--- src/rtl/output_accum.sv ---
// Output accumulator: gathers signed products into 16 per-coordinate
// accumulators over a frame, then drains all 16 sums in coordinate order.
module output_accum #(
  parameter int PROD_W = 16,
  parameter int ACC_W  = 21
) (
  input  logic                     clk,
  input  logic                     rst_n,
  input  logic                     start,
  input  logic [4:0]               num_pairs,
  input  logic                     in_valid,
  output logic                     in_ready,
  input  logic [3:0]               in_cord,
  input  logic                     in_cord_ok,
  input  logic signed [PROD_W-1:0] in_prod,
  output logic                     out_valid,
  input  logic                     out_ready,
  output logic [3:0]               out_addr,
  output logic signed [ACC_W-1:0]  out_data,
  output logic                     out_last,
  output logic                     busy
);

  typedef enum logic [1:0] {
    IDLE  = 2'd0,
    ACCUM = 2'd1,
    DRAIN = 2'd2
  } state_t;

  state_t                  state;
  logic [4:0]              remaining;
  logic signed [ACC_W-1:0] acc [16];
  logic signed [ACC_W-1:0] prod_ext;

  // Sign-extend the incoming product to accumulator width.
  always_comb begin
    prod_ext = {{(ACC_W-PROD_W){in_prod[PROD_W-1]}}, in_prod};
  end

  // Drain word is a direct read of the accumulator at the current address,
  // so it stays stable for as long as the address is held.
  always_comb begin
    out_data = acc[out_addr];
  end

  // Frame control FSM; handshake flags are registered alongside the state.
  always_ff @(posedge clk) begin
    if (!rst_n) begin
      state     <= IDLE;
      remaining <= 5'd0;
      out_addr  <= 4'd0;
      in_ready  <= 1'b0;
      out_valid <= 1'b0;
      out_last  <= 1'b0;
      busy      <= 1'b0;
      for (int i = 0; i < 16; i++) begin
        acc[i] <= '0;
      end
    end else begin
      case (state)
        IDLE: begin
          if (start) begin
            for (int i = 0; i < 16; i++) begin
              acc[i] <= '0;
            end
            out_addr <= 4'd0;
            out_last <= 1'b0;
            busy     <= 1'b1;
            if (num_pairs != 5'd0) begin
              remaining <= num_pairs;
              in_ready  <= 1'b1;
              state     <= ACCUM;
            end else begin
              remaining <= 5'd0;
              out_valid <= 1'b1;
              state     <= DRAIN;
            end
          end
        end

        ACCUM: begin
          if (in_valid) begin
            if (in_cord_ok) begin
              acc[in_cord] <= acc[in_cord] + prod_ext;
            end
            remaining <= remaining - 5'd1;
            if (remaining == 5'd1) begin
              in_ready  <= 1'b0;
              out_valid <= 1'b1;
              out_last  <= 1'b0;
              state     <= DRAIN;
            end
          end
        end

        DRAIN: begin
          if (out_ready) begin
            if (out_addr == 4'd15) begin
              out_addr  <= 4'd0;
              out_valid <= 1'b0;
              out_last  <= 1'b0;
              busy      <= 1'b0;
              state     <= IDLE;
            end else begin
              out_addr <= out_addr + 4'd1;
              out_last <= (out_addr == 4'd14);
            end
          end
        end

        default: begin
          state     <= IDLE;
          in_ready  <= 1'b0;
          out_valid <= 1'b0;
          out_last  <= 1'b0;
          busy      <= 1'b0;
        end
      endcase
    end
  end

endmodule

--- config.mk ---
export PLATFORM = sky130hd
export DESIGN_NAME = output_accum
export DESIGN_NICKNAME = d
export VERILOG_FILES = /design/src/rtl/output_accum.sv
export SDC_FILE = /design/constraint.sdc
export NUM_CORES = 1
export LEC_CHECK = 0
export CELL_PAD_IN_SITES_DETAIL_PLACEMENT = 0
export CELL_PAD_IN_SITES_GLOBAL_PLACEMENT = 2
export CORE_AREA = 2 2 218 220
export DETAILED_ROUTE_END_ITERATION = 10
export DIE_AREA = 0 0 220 222
export MAX_ROUTING_LAYER = met4
export PLACE_DENSITY_LB_ADDON = 0.1
export SLEW_MARGIN = 20
export SYNTH_ARGS = -nofsm -noshare
export SYNTH_HDL_FRONTEND = slang
export SYNTH_SLANG_ARGS = --single-unit
--- constraint.sdc ---
create_clock -name clk -period 4.95 [get_ports clk]
set_input_delay 0.99 -clock clk [delete_from_list [all_inputs] [get_ports clk]]
set_output_delay 0.99 -clock clk [all_outputs]
set_load 0.02 [all_outputs]
======== Word-level counts from Yosys, hierarchy flattened ========
Memories as Yosys holds them, arrays and structs flattened. A register that Yosys moved wholly into a read port is not among the register bits.
Index checks and enable logic that the tools add are counted.
cells by class
  equal/unequal tests ..................... 12
  $add $sub $neg .......................... 3
  bitwise operators ....................... 18
  mux-type cells .......................... 64
  reductions and logical operators ........ 12
operators by type and width
  kind                   count
  $mux W21               17
  $mux W1                25
  $mux W4                6
  $add A21 B16 Y21       1
  $reduce_or A21 Y1      1
  $or A1 B1 Y1           16
  $mux W5                3
  $ne A2 B2 Y1 const B   7
  $mux W2                6
  $pmux W1 S3            4
  $pmux W5 S2            1
  $reduce_and A5 Y1      2
  $eq A4 B4 Y1 const B   2
  $pmux W4 S2            1
  $reduce_and A4 Y1      2
  $pmux W2 S3            1
  $reduce_and A3 Y1      2
  $reduce_and A6 Y1      1
  $eq A5 B1 Y1 const B   1
  $reduce_bool A5 Y1     1
  $sub A5 B1 Y5 const B  1
  $add A4 B1 Y4 const B  1
  $reduce_bool A2 Y1     2
  $eq A2 B1 Y1 const B   1
  other kinds (3)        4
word-level totals
  input bits .............................. 31
  memories kept ........................... 1
  bits in writable memories ............... 336
  logic and storage cells ................. 117
  bits in registers ....................... 15
memory list
  memory  depth  width  read ports  clocked after memory_dff  wr ports  line  text
  acc     16     21     2           1                         16        32    logic signed [ACC_W-1:0] acc [16];

======== Longest topological paths before layout ========
  word-level depth ........................ 7
  depth in mapped cells ................... 16
  depth with buffers taken out ............ 12

======== Worst setup path before layout ========
No wires, ideal clock.
  path type ............................... input to register
  from .................................... input port in_cord[0]
  to ...................................... memory acc[10][13], data pin
  data arrival time ....................... 4590 ps
  stages on the path ...................... 13
  library setup time ...................... 266 ps
  path buffers ............................ 3
  path slack .............................. 94 ps
  cell sequence ........................... buf_2 > buf_1 > mux4_2 > mux4_2 > ha_1 > a21o_1 > a21oi_1 > a21boi_2 > a211oi_4 > nor3_1 > a211oi_2 > buf_4 > nor2_1
RTL lines
  what         line  text
  from (decl)  13    input logic [3:0] in_cord,
  to (decl)    32

==> flow_summary_export.csv <==
group,metric,value,unit
status,outcome,"finished clean",
critical_path,end_kind,"flop",
drt,met3WireLength,6.28,mm
timing,post-route-min-period,4370,ps
drt,drtIter0Drc,1478,
clock_tree,cts_hold_buf,0,
floorplanning,design.die.area,48800,sq um
timing,finalSetupViolCount,0,
synth,synth_top_area_cell,"edfxtp_1",
clock_tree,htreeDepth,2,
critical_path,critPathMaxFanout,30,
drt,wl_met1,26.9,mm
synth,ys.flop_type,"edfxtp_1",
drt,highest_layer,"met4",
cells_and_area,fillCellCount,4097,
drt,drt-total-wl,63.9,mm
drt,ant_nets,0,
synth,synth_warnings,0,
drt,via_count,12400,
drt,routedWlPerCell,31.7,microns
timing,fin_ws,580,ps
critical_path,rr_worst_depth,13,
floorplanning,initial_core_util,40.6,%
clock_tree,cts_tree,"yes",
cells_and_area,stdcell_area,21800,sq um
global_routing,grt_pass1_vias,12500,
synth,syn-cell-area,18800,sq um
cells_and_area,syn2layout_area_growth,16.1,%
global_routing,track_usage,27.7,%
floorplanning,die_y,222,microns
floorplanning,boundaryPins,60,
min_path,min_path_cells,2,
cells_and_area,post_route_cells_drive_above_1_share,27.7,%
critical_path,critical_path_required,5240,ps
min_path,hp-start,"out_last",
drt,drc,0,
critical_path,crit_arrival,4660,ps
clock_tree,path_clk_slew,60,ps
floorplanning,core,46300,sq um
clock_tree,cts_setup_buffers,0,
min_path,worstHoldEndpoint,"out_last",
timing,slew-limit-headroom,42.4,%
power,p_leak,7.70,nW
place,hpwl,37.6,mm
synth,yosys-top-cells-area,"edfxtp_1 54%, mux4_2 25%, nor2_1 6.6%, dfxtp_1 2.0%, ha_1 1.6%",
place,place_congestion,0.826,
clock_tree,ctsResizeCount,0,
synth,ys_types,59,
synth,syn_nets,1349,
drt,dr.pass1.iters,5,
clock_tree,cts-root-buf,"clkbuf_16",
timing,finalHoldViolCount,0,
power,power,8.29,mW
critical_path,startpoint,"in_cord[0]",
synth,synth_top_area_share,53.7,%
global_routing,grt_pass1_wl,90.6,mm
timing,whs,459,ps
cells_and_area,fin_nets,1431,
clock_tree,clk_latency,570,ps
clock_tree,cts.path.max_buffers,3,
critical_path,crit_type,"primary input to flop",
drt,via_per_inst,6.17,
floorplanning,die_x,220,microns
synth,ys_ff_latch,355,
critical_path,reg2reg_to,"acc[3][16]",
floorplanning,num_rows,79,
timing,worst_pin_slew,861,ps
place,postPlaceCellArea,20500,sq um
power,max-vdd-ir-drop,0.182,mV
synth,netlist_instances,1293,
timing,fmax,229,MHz
place,place_ws,-97.7,ps
global_routing,grt_max_degree,45,
critical_path,reg2reg_from,"acc[15][0]",
power,power_density,380,nW/um^2
job,maxCapViolations,0,
timing,finalClockSkew,18.9,ps
critical_path,crit_path_start_kind,"primary input",
timing,final_max_slew_viol_count,0,
timing,rsz0062_at_grt,"no",
critical_path,rrSetupSlack,1240,ps
synth,ys_seq_area_share,55.7,%
place,io_buffers,59,
timing,period_share,88.3,%
synth,synth_edf_count,336,
clock_tree,numCtsBuffers,42,
drt,wl_met2,29.0,mm
clock_tree,clock-sinks,355,
global_routing,grt-ovfl-total,0,
min_path,hold_class,"flop to flop",
synth,synth.avg_cell_area,14.5,sq um
synth,async_flop_share,0,%
global_routing,grt_antenna_before_repair,1,
[cells in the final DEF (no fill, tap or decap), types with 7 or more instances in the layout]
cell | synthesis | layout
mux4_2 | 209 | 209
buf_4 | 1 | 78
nor3_1 | 24 | 24
clkinv_1 | 0 | 9
nand2b_1 | 9 | 9
edfxtp_1 | 336 | 336
a21oi_1 | 28 | 28
clkinv_2 | 0 | 7
buf_12 | 0 | 13
clkbuf_1 | 74 | 10
nor4_1 | 18 | 18
clkdlybuf4s50_1 | 0 | 55
inv_1 | 13 | 13
ha_1 | 24 | 24
clkbuf_16 | 0 | 45
nor2_1 | 328 | 327
dfxtp_1 | 19 | 16
nor2_2 | 10 | 11
nand3_1 | 12 | 12
o21ai_0 | 15 | 15
nand2_1 | 49 | 49
[cells in the mapped netlist (all sizes together) (3+ instances only)]
master / n
a31oi: 5
xor2: 7
ha: 24
inv: 13
nand2: 49
a22oi: 3
o31ai: 3
clkbuf: 74
nor2b: 7
a21o: 6
and3: 4
o21bai: 4
nor2: 338
mux4: 209
nand3: 12
dfxtp: 19
buf: 37
a21oi: 29
a211oi: 6
edfxtp: 336
nand2b: 9
nor4: 18
nor3: 24
o21ai: 19
xnor2: 9
nand4: 3
[worst max-delay path, stage by stage]
cell and delay, ps:
buf_6 380, buf_12 280, mux4_2 540, mux4_2 490
ha_1 400, a21oi_1 220, nor2_1 70, nor2_1 100
nand3_1 250, a31oi_1 360, xor2_1 220, buf_4 240
nor2_1 70
[cell families (layout without fill, tap and decap cells)]
family          count (synthesis)  after routing  synth area share [%]
simple gates                  475            475                  10.7
flops                         355            355                  55.7
mux                           212            212                  25.2
buf+inv                       124            236                  2.72
compound gates                 86             86                  3.00
fa+ha+maj                      25             25                  1.71
xor+xnor                       16             16                 0.906
other cells                     0              1                     0
[cell type report]
cell class                      count  area, sq um  area share, %
Multi-Input combinational cell    814         7810           35.8
Antenna cell                        1         2.50         0.0115
Timing Repair Buffer              149         1420           6.50
Inverter                           13         48.8          0.224
Tap cell                          607          759           3.48
Clock buffer                       55         1160           5.33
Sequential cell                   355        10500           48.0
Clock inverter                     19          136          0.625
[report_power, final]
part           switching [mW]  leakage, nW  internal (mW)
logic                   0.997         3.24          0.635
clock network            1.27        0.636           1.75
registers               0.109         3.83           3.53
total                    2.38         7.70           5.92
[worst max-delay path by stage]
stage	end	cells after the start	slack [ps]
final	acc[3][16]	13	580
after global routing	acc[1][20]	13	390
after CTS	acc[15][9]	11	510
after detailed placement	acc[15][9]	11	-100
after global placement	acc[0][9]	11	-60
after floorplan	acc[10][13]	13	90
[metal layers]
metal	vias to the layer above	GRT usage (%)
met5	-	-
met4	0	7.62
met3	110	7.05
met2	623	40.2
met1	6498	38.8
li1	5180	-
[stage by stage]
step                TNS [ps]  util [%]  cells
finish                     0      47.2   2013
CTS                        0      47.1   2012
floorplan                  0         -   1293
global placement        -793      44.3   1938
detailed placement     -1270      44.3   1938
global route               0      47.2   2013
[registers in the layout (all words and copies together) (netlist names), named ones only]
register,cells
acc,336
busy,1
in_ready,1
out_addr,4
out_last,1
out_valid,1
remaining,5
state,2
Note: power is estimated with default switching activity, not from simulation.
